===== src/rtl/led_pwm_array.sv =====
// led_pwm_array: multi-channel LED pulse-width modulator.
//
// One prescaler and one global period counter drive every channel. Each
// channel sees the global counter rotated by a fixed phase offset. When
// STAGGER=1, this spreads the rising edges of the channels across the period
// so their peak currents do not coincide.
//
// Duty values are double-buffered. 'store' is a single-cycle strobe with no
// back-pressure: the block always accepts it. On a strobe, every channel
// copies its slice of 'data' into its shadow register. A channel moves its
// shadow into its active register only at its own period boundary (wrap).
// The PWM waveform therefore never changes mid-period.
//
// The all-ones duty code means 100 % on. Every other code d gives d high
// ticks per period, starting at local count 0.

module led_pwm_array #(
    parameter int CHANNELS = 3,
    parameter int WIDTH    = 10,
    parameter int PRESCALE = 1,
    parameter int STAGGER  = 0
) (
    input  logic                      clk,
    input  logic                      rst_n,
    input  logic [CHANNELS*WIDTH-1:0] data,
    input  logic                      store,
    output logic [CHANNELS-1:0]       out,
    output logic                      period_start,
    output logic                      pending
);

    // A one-cycle prescale still needs a one-bit register to keep widths legal.
    localparam int               PRE_W    = (PRESCALE > 1) ? $clog2(PRESCALE) : 1;
    localparam logic [PRE_W-1:0] PRE_LAST = PRE_W'(PRESCALE - 1);
    localparam logic [WIDTH-1:0] CNT_LAST = '1;

    logic [PRE_W-1:0]    pre;
    logic                tick;
    logic [WIDTH-1:0]    cnt;
    logic [CHANNELS-1:0] pend_vec;

    // A tick is the last clock of each prescale interval.
    assign tick = (pre == PRE_LAST);

    // Prescaler: count clocks within one PWM tick and wrap on the tick.
    always_ff @(posedge clk) begin
        if (!rst_n) begin
            pre <= '0;
        end else if (tick) begin
            pre <= '0;
        end else begin
            pre <= pre + PRE_W'(1);
        end
    end

    // Global period counter: advance once per tick and wrap modulo 2^WIDTH.
    always_ff @(posedge clk) begin
        if (!rst_n) begin
            cnt <= '0;
        end else if (tick) begin
            cnt <= cnt + WIDTH'(1);
        end
    end

    // period_start marks the first cycle of global count 0.
    // pending reports shadow values that are still waiting for a wrap.
    always_ff @(posedge clk) begin
        if (!rst_n) begin
            period_start <= 1'b0;
            pending      <= 1'b0;
        end else begin
            period_start <= tick && (cnt == CNT_LAST);
            pending      <= |pend_vec;
        end
    end

    for (genvar g = 0; g < CHANNELS; g++) begin : g_ch
        // The phase offset is fixed at elaboration.
        // Integer division matches (g * 2^WIDTH) / CHANNELS exactly.
        localparam int               OFF_INT = (STAGGER != 0) ? (g * (1 << WIDTH)) / CHANNELS : 0;
        localparam logic [WIDTH-1:0] OFF     = OFF_INT[WIDTH-1:0];

        logic [WIDTH-1:0] slice;
        logic [WIDTH-1:0] loc_cnt;
        logic [WIDTH-1:0] loc_next;
        logic [WIDTH-1:0] shadow_q;
        logic [WIDTH-1:0] active_q;
        logic [WIDTH-1:0] shadow_next;
        logic [WIDTH-1:0] active_next;
        logic             pend_q;
        logic             out_q;
        logic             wrap;

        assign slice    = data[g*WIDTH +: WIDTH];
        assign loc_cnt  = cnt + OFF;
        assign loc_next = loc_cnt + WIDTH'(1);
        assign wrap     = tick && (loc_cnt == CNT_LAST);

        // A store that lands on the wrap goes straight to the active register.
        assign shadow_next = store ? slice : shadow_q;
        assign active_next = wrap ? shadow_next : active_q;

        // Shadow/active double buffer, pending flag and registered compare output.
        always_ff @(posedge clk) begin
            if (!rst_n) begin
                shadow_q <= '0;
                active_q <= '0;
                pend_q   <= 1'b0;
                out_q    <= 1'b0;
            end else begin
                if (store) begin
                    shadow_q <= slice;
                end
                if (wrap) begin
                    active_q <= shadow_next;
                    pend_q   <= 1'b0;
                end else if (store) begin
                    pend_q   <= 1'b1;
                end
                // Compare against the count this tick moves to.
                // The result is then valid for that whole tick.
                if (tick) begin
                    out_q <= (active_next == CNT_LAST) || (loc_next < active_next);
                end
            end
        end

        assign out[g]      = out_q;
        assign pend_vec[g] = pend_q;
    end

endmodule

===== config.mk =====
export PLATFORM = sky130hd
export DESIGN_NAME = led_pwm_array
export DESIGN_NICKNAME = d
export VERILOG_FILES = /design/src/rtl/led_pwm_array.sv
export SDC_FILE = /design/constraint.sdc
export NUM_CORES = 1
export LEC_CHECK = 0
export ABC_AREA = 1
export BUFFER_PORTS_ARGS = -buffer_cell sky130_fd_sc_hd__buf_2
export CORE_UTILIZATION = 43
export DETAILED_ROUTE_END_ITERATION = 16
export SLEW_MARGIN = 20
export SYNTH_ARGS = -nofsm -noshare
export SYNTH_HDL_FRONTEND = slang
export SYNTH_SLANG_ARGS = --single-unit

===== constraint.sdc =====
create_clock -name clk -period 3.4 [get_ports clk]
set_clock_uncertainty 0.1 [all_clocks]
set_input_delay 0.17 -clock clk [delete_from_list [all_inputs] [get_ports clk]]
set_output_delay 0.17 -clock clk [all_outputs]
set_load 0.02 [all_outputs]

Word-level counts from Yosys, hierarchy flattened --
Index checks and enable logic that the tools add are counted.
Cells by class: add/sub/neg operators 2, multiply operators 0, div/mod/pow operators 0, $lt $le $gt $ge 3, eq/ne operators 4, shift-type cells 0, mux-type cells 6, bitwise logic cells 2, reductions and logical operators 6
Operator list (number):
- $mux W10 | 6
- $eq A10 B10 Y1 const B | 4
- $lt A10 B10 Y1 | 3
- $add A10 B1 Y10 const B | 1
- $logic_or A1 B1 Y1 | 3
- $not A1 Y1 | 2
- $reduce_and A2 Y1 | 1
- $reduce_or A2 Y1 | 1
- $add A1 B1 Y1 const B | 1
- $logic_and A1 B1 Y1 | 1
Word-level totals: flip-flop bits (word level) 77, bits in latches 0, bits in writable memories 0, bits in read-only memories 0, bits of input ports 33, output and inout port bits 5, word-level logic and storage cells 37, memories 0

Longest topological paths before layout --
Gate-level depths: netlist of the first run.
depth after elaboration 5, mapped depth 16, mapped depth without buffers 16

Least setup slack after synthesis of the first run --
Ideal clock, no wire load.
kind flip-flop to flip-flop, from register cnt[0], to register g_ch[2].out_q, setup time 0.109 ns, arrival 2.193 ns, required time 3.191 ns, path slack 0.998 ns, stages on the path, launching flop included 16, buffers on the path 1, period minus slack after synthesis 2.402 ns, cell sequence dfxtp_1 > ha_1 > nand2_2 > nor2_4 > nand4_4 > inv_2 > buf_4 > o21ai_0 > ha_1 > inv_1 > o31ai_1 > a21oi_1 > o21ai_1 > nand3_1 > nand2_1 > inv_1
Between the ends: longest elaborated chain between the ends 5, elaborated cells on any way between the ends 7, classes of those cells 1 x add/sub; 1 x order compare; 2 x eq/ne; 1 x mux; 2 x reduce/logical
Ends and longest elaborated chain:
- start: declaration | line 39 | logic [WIDTH-1:0] cnt;
- start signal: assignment | line 61 | cnt <= cnt + WIDTH'(1);
- parallel branches: the longest is 4 deep, another holds $add A10 B1 Y10
- $logic_or A1 B1 Y1 (*) | line 123 | out_q <= (active_next == CNT_LAST) || (loc_next < active_next);
- end signal: assignment | line 123
- end: declaration | line 91 | logic out_q;
Mark *: on every way between the ends. A chain may end at the register's enable or synchronous reset.

Worst setup path after layout of the first run --
from register cnt[0], to register g_ch[1].out_q
Between the ends: longest elaborated chain between the ends 5, elaborated cells on any way between the ends 7, classes of those cells 1 x add/sub; 1 x order compare; 2 x eq/ne; 1 x mux; 2 x reduce/logical
Ends and longest elaborated chain (line):
- parallel branches: the longest is 4 deep, another holds $add A10 B1 Y10
- $logic_or A1 B1 Y1 (*) | 123
- end signal: assignment | 123
- end: declaration | 91
Marked as above.

==> results of run 1 <==
## cell usage after synthesis (3+ instances only)
cell	instances
o21ai_0	17
xor2_1	7
nor3_1	8
o21ai_1	25
buf_2	4
a21oi_1	18
buf_4	7
mux2i_1	28
inv_2	3
inv_1	39
ha_1	26
clkbuf_1	7
nand2_1	67
buf_6	3
nand3_1	21
dfxtp_1	77
nor2_1	92
## stage by stage
stage / std cells / utilization / power, mW / worst slack (ns) / hold WS [ns]
after CTS: 632 / 0.529 / 2.01 / 0.598 / 0.00250
after global routing: 632 / 0.530 / 2.08 / 0.314 / 0.0524
after global placement: 592 / 0.472 / 1.20 / 0.745 / 0.320
after floorplan: 469 / - / 1.14 / 0.998 / 0.208
final: 632 / 0.530 / 1.99 / 0.614 / 0.0139
after detailed placement: 592 / 0.472 / 1.21 / 0.623 / 0.322
## flip-flops by register name, indices dropped and copies added, names as in the netlist
| register | flops |
|---|---|
| period_start | 1 |
| g_ch.out_q | 3 |
| cnt | 10 |
| pre | 1 |
| g_ch.shadow_q | 30 |
| g_ch.pend_q | 1 |
| g_ch.active_q | 30 |
| pending | 1 |
## cell type report
type / instances / share of cell area
inverter: 43 / 0.0372
sequential: 77 / 0.353
clock inverter: 3 / 0.0157
timing repair buffer: 66 / 0.106
tap: 105 / 0.0300
clock buffer: 12 / 0.0355
multi-input combinational: 326 / 0.423
## how the worst max path moves through the flow
stage,start,end,depth (start not counted)
4_1_cts,cnt[0],g_ch[1].out_q,14
6_report,cnt[0],g_ch[1].out_q,14
2_1_floorplan,cnt[0],g_ch[2].out_q,15
5_1_grt,cnt[0],g_ch[0].out_q,14
3_5_place_dp,cnt[0],g_ch[1].out_q,14
3_3_place_gp,cnt[0],g_ch[1].out_q,15
## placed cells by master (no fill, tap or decap)
cell type and instances:
buf_4 4, nand2_1 67, nor2_2 2, nor2_4 2
nand4_1 2, o31ai_1 1, clkinv_1 1, xor2_1 7
clkbuf_1 1, mux2i_1 28, inv_2 3, a21o_1 2
nand3_1 21, o21bai_1 1, buf_2 37, o21ai_0 17
dfxtp_1 77, clkinv_4 1, conb_1 1, nor3_1 8
dlygate4sd3_1 25, a31oi_1 1, o21ai_1 25, nand4_4 1
ha_1 26, a21oi_1 18, clkbuf_8 11, inv_1 38
nand2_2 1, bufinv_16 2, nor2_1 92, a211oi_1 2
clkinv_2 1, o21ai_2 1
## routing by layer
layer / track usage / vias to the layer above
met1: 0.260 / 1376
met5: 0 / -
met2: 0.324 / 45
met4: 0.0795 / 0
li1: - / 1626
met3: 0.0386 / 10
## logic make-up after synthesis
group / count (synthesis) / share of synthesized area
AO/OA/AOI/OAI: 68 / 0.0976
AND/OR/NAND/NOR: 196 / 0.221
other: 1 / 0.00102
flip-flops: 77 / 0.418
multiplexers: 28 / 0.0759
adder cells (fa/ha/maj): 26 / 0.0881
XOR/XNOR: 7 / 0.0166
buffers and inverters: 66 / 0.0817
## worst min-delay path, delay by kind of cell
| kind | cells | cell delay (ns) |
|---|---|---|
| buf+inv | 1 | 0.08 |
| mux | 1 | 0.10 |
| simple gates | 1 | 0.09 |
## report_power, final
part	leakage, nW	internal (mW)	switching, mW	total [mW]
clock	0.113	0.451	0.330	0.781
sequential	0.630	0.936	0.0197	0.956
combinational	1.28	0.110	0.138	0.249
## timing repair
item	4_1_cts	5_1_grt
setup buffers	0	0
hold buffers	25	0
hold endpoints to repair	25	0
==> results.ini, run 1 <==
[cells_and_area]
fin_nets = 582
area.sequential_mm2 = 0.00154
area_growth_pct = 18.5
diodes = 0
layout-drive-gt1-share = 0.125
multiInputGateArea_mm2 = 0.00185
finish.instance_area_mm2 = 0.00437
fillers = 807

[yosys]
synthArstFlopShare = 0
synth_area_leaders = dfxtp_1 42%, nor2_1 9.4%, ha_1 8.8%, mux2i_1 7.6%, nand2_1 6.8%
syn_avg_cell_area_um2 = 7.87
synth_top_flop_cell = dfxtp_1
ys_seq_elements = 77
mappedNetlistNets = 528
synth_cells = 469
synth_area_leader_cell = dfxtp_1
syn_area_mm2 = 0.00369
synth_cell_types = 31
synth_edf_count = 0
seq_area_frac_synth = 0.418
netlist.area_leader.share = 0.418
yosysWarnings = 0

[timing]
tns_ns = 0
hold_viol_final = 0
finalSetupViolCount = 0
min_period_over_period = 0.819
finalMaxSlewViolations = 0
worst_slew_pin_slew_ns = 0.893
relSlewSlack = 0.404
rsz0062_at_grt = no
max_freq_mhz = 359
min_period_ns = 2.79

[critical_path]
critical-path-top-delay-family = compound AO/OA/AOI/OAI gates
ff2ff_setup_slack_ns = 0.61
start_kind = flop
crit_chain = ha_1 > nand2_2 > nor2_4 > nand4_4 > inv_2 > buf_4 > nand2_1 > o21ai_1 > ha_1 > a21oi_1 > nor3_1 > a211oi_1 > nand3_1 > a21oi_1
max_stage_delay_ns = 0.45
reg2reg_to = g_ch[1].out_q
r2r_cells = 14
cp_slowest_cell = dfxtp_1
critPathMaxFanout = 35
crit_buf_inv = 2
crit_type = reg2reg
r2r-start = cnt[0]
crit_required_ns = 3.59
cp-end-kind = flop
cp.arrival_ns = 2.97

[clocking]
cts_resized = 0
cts_tree = done
ctsLongestPathBuffers = 2
h-tree-depth = 3
clockRootBuffer = clkbuf_8
insertion_delay_ns = 0.36
clkTransAtPathRegs_ns = 0.08
clock_sinks = 77
cts_buffers = 9

[routing]
wl_met3_um = 240
met1_length_um = 4120
drt_iter0_drc = 108
avgViaCountPerCell = 4.84
wl_per_cell_um = 12.9
drt_first_pass_iters = 4
route.met2.wl_um = 3680
ant_nets = 0
dr.max_layer_used = met4
vias = 3057
drc = 0
routed_wl_um = 8180

[power_and_ir_drop]
powerDensity_mw_per_mm2 = 454
ir_worst_vdd_mv = 0.184
p_leak_nw = 2.02

[place]
io_buffers = 37
post_dp_cell_area_mm2 = 0.00390
gp_congestion = 0.848
hpwl_um = 5510

[worst_hold_path]
worstHoldEndpoint = g_ch[0].shadow_q[9]
holdPathStages = 3
hp-start = data[9]
hp-class = in2reg

[global_route]
grt_pass1_vias = 2890
grt_pass1_wl_um = 13500
track_usage = 0.200
overflow = 0
grt_antenna_before_repair = 0
grt_max_degree = 66

[run]
cap_violations = 0

[run_status]
outcome = complete, no violations

[die]
ios = 38
core_mm2 = 0.00826
initial_utilization = 0.447
die_h_um = 94.7
dieArea_mm2 = 0.00896
die_x_um = 94.7
rows = 33

No activity file was read; power rests on OpenSTA's default activity.
==> inputs of run 2 (changes only) <==
--- a/config.mk
+++ b/config.mk
@@ -5,7 +5,7 @@
 export SDC_FILE = /design/constraint.sdc
 export NUM_CORES = 1
 export LEC_CHECK = 0
-export ABC_AREA = 1
+export ABC_AREA = 0
 export BUFFER_PORTS_ARGS = -buffer_cell sky130_fd_sc_hd__buf_2
 export CORE_UTILIZATION = 43
 export DETAILED_ROUTE_END_ITERATION = 16
==> constraint.sdc (replaced) <==
create_clock -name clk -period 2.5 [get_ports clk]
set_clock_uncertainty 0.1 [all_clocks]
set_input_delay 0.125 -clock clk [delete_from_list [all_inputs] [get_ports clk]]
set_output_delay 0.125 -clock clk [all_outputs]
set_load 0.02 [all_outputs]
==> results.ini, run 2 <==
[critical_path]
max_stage_delay_ns = 0.37
crit_buf_inv = 1
cpMostUsedCell = a21o_1
critPathMaxFanout = 22
crit_required_ns = 2.67
critical-path-top-delay-family = compound AO/OA/AOI/OAI gates
start_kind = flop
cp_slowest_cell = dfxtp_4
cp-end-kind = flop
cp.arrival_ns = 2.84
crit_chain = ha_4 > and4b_2 > nand4_4 > buf_12 > nor2_4 > a21oi_2 > ha_1 > a21o_1 > a21o_1 > a2111oi_4 > o311ai_2 > o211ai_1
crit_type = reg2reg

[routing]
routed_wl_um = 10300
drt_first_pass_iters = 4
ant_nets = 0
drt_iter0_drc = 157
avgViaCountPerCell = 5.46
drc = 0
wl_per_cell_um = 16.3
vias = 3443

[place]
io_buffers = 37
place_ws_ns = -0.185
dp_cells = 590
post_dp_cell_area_mm2 = 0.00439
gp_congestion = 0.813
hpwl_um = 7030

[yosys]
synthArstFlopShare = 0
netlist_top_cells_count = 98 x nor2_1, 77 x dfxtp_1, 33 x a21oi_1
seq_area_frac_synth = 0.404
yosysWarnings = 0
syn_avg_cell_area_um2 = 8.82
synth_edf_count = 0
synth_cell_types = 48
synth_area_leader_cell = dfxtp_1
synth.most_common_cell = nor2_1
mappedNetlistNets = 492
netlist.area_leader.share = 0.404
ys_seq_elements = 77
synth_top_flop_cell = dfxtp_1
synth_area_leaders = dfxtp_1 40%, nor2_1 9.6%, ha_1 8.5%, mux2i_1 7.1%, a21oi_1 4.3%
synth_cells = 433
syn_area_mm2 = 0.00382

[cells_and_area]
finish.instance_area_mm2 = 0.00499
fin_nets = 577
layout-drive-gt1-share = 0.241
stdcell_count = 631
most-common-layout-cells = 94 x nor2_1, 75 x dfxtp_1, 39 x buf_4, 37 x buf_2, 27 x mux2i_1
diodes = 0
area_growth_pct = 30.6
final_common_cell = nor2_1
fin_util = 0.575
top_regs = g_ch.active_q (30), g_ch.shadow_q (30), cnt (10)

[timing]
max_freq_mhz = 375
min_period_over_period = 1.07
worst_slew_pin_slew_ns = 0.718
relSlewSlack = 0.521
worst_slack_ns = -0.166
min_period_ns = 2.67
timing.hold.ws_ns = 0.0167
finalSetupViolCount = 3
hold_viol_final = 0
rsz0062_at_grt = yes
finalMaxSlewViolations = 0
tns_ns = -0.317

[die]
ios = 38
initial_utilization = 0.440
core_mm2 = 0.00868
die_h_um = 96.2
dieArea_mm2 = 0.00926
die_x_um = 96.2
rows = 34

[clocking]
cts_buffers = 9
clock_sinks = 77
insertion_delay_ns = 0.35
ctsLongestPathBuffers = 2
h-tree-depth = 3
clkTransAtPathRegs_ns = 0.08
cts_tree = done
clockRootBuffer = clkbuf_8

[worst_hold_path]
hp-class = in2reg

[run_status]
violations = negative setup slack
outcome = finished, violations left

[global_route]
grt_max_degree = 70
grt_antenna_before_repair = 0
overflow = 0
grt_pass1_vias = 3403
track_usage = 0.236
grt_pass1_wl_um = 16400

[power_and_ir_drop]
finalPower_mw = 2.73
p_leak_nw = 2.21
powerDensity_mw_per_mm2 = 548
ir_worst_vdd_mv = 0.268

[run]
cap_violations = 0

-- run 2: changes by cell type in the layout (fill, tap and decap cells not counted), sizes merged, moves of 5 or more --
cell	before	now
a211oi	2	7
o21ai	43	10
nand4	3	23
nor3	8	3
nand3	21	9
inv	41	9
xnor2	0	12
buf	41	79
a21oi	18	33
nand2	68	9
nor2b	0	5
-- run 2: worst register-to-register path, stage by stage, from the launching register on --
cell,delay (ns)
dfxtp_4,0.37
ha_4,0.13
and4b_2,0.25
nand4_4,0.13
buf_12,0.20
nor2_4,0.09
a21oi_2,0.04
ha_1,0.32
a21o_1,0.17
a21o_1,0.18
a2111oi_4,0.35
o311ai_2,0.16
o211ai_1,0.10
-- run 2: path summary, 6_finish.rpt --
check / start / to / slack [ns] / depth (start not counted)
worst max-delay path: cnt[1] / g_ch[1].out_q / -0.17 / 12
worst min-delay path: data[0] / g_ch[0].shadow_q[0] / 0.02 / 3
worst max register to register: cnt[1] / g_ch[1].out_q / -0.17 / 12
worst min register to register: g_ch[0].active_q[3] / g_ch[0].active_q[3] / 0.42 / 2
-- run 2: layout make-up --
class / count / area (um^2)
Clock buffer: 12 / 166
Clock inverter: 4 / 76.3
Fill cell: 785 / 3690
Inverter: 8 / 30.0
Multi-Input combinational cell: 319 / 2240
Sequential cell: 77 / 1550
Tap cell: 108 / 135
Timing Repair Buffer: 103 / 793
-- run 2: kinds of logic (layout without fill, tap and decap cells) --
logic type      after synthesis  in the layout  synth area share
simple gates                166            166             0.211
compound gates               82             82             0.141
flops                        77             77             0.404
buf+inv                      37            127            0.0475
mux                          27             27            0.0708
fa+ha+maj                    26             26            0.0852
xor+xnor                     17             17            0.0390
other cells                   1              1          0.000982
-- run 2: repair_timing --
| item | 4_1_cts | 5_1_grt |
|---|---|---|
| hold endpoints to repair | 25 | 0 |
| endpoints found under the setup margin | 3 | 3 |
| gates cloned | 0 | 1 |
| pin swaps | 0 | 2 |
| hold buffers | 23 | 0 |
| gates resized for setup | 9 | 10 |
| setup buffers | 0 | 1 |
-- run 2: per-layer routing --
layer	share of wire	routed length, um	up-vias	global-route usage
li1	-	-	1713	-
met1	0.45	4650	1637	0.289
met2	0.49	5070	70	0.408
met3	0.034	347	23	0.0348
met4	0.021	220	0	0.0995
met5	0	0	-	0
-- run 2: power breakdown --
part | internal [mW] | switching (mW)
Combinational | 0.140 | 0.160
Clock | 0.655 | 0.488
Sequential | 1.27 | 0.0207
Total | 2.06 | 0.669
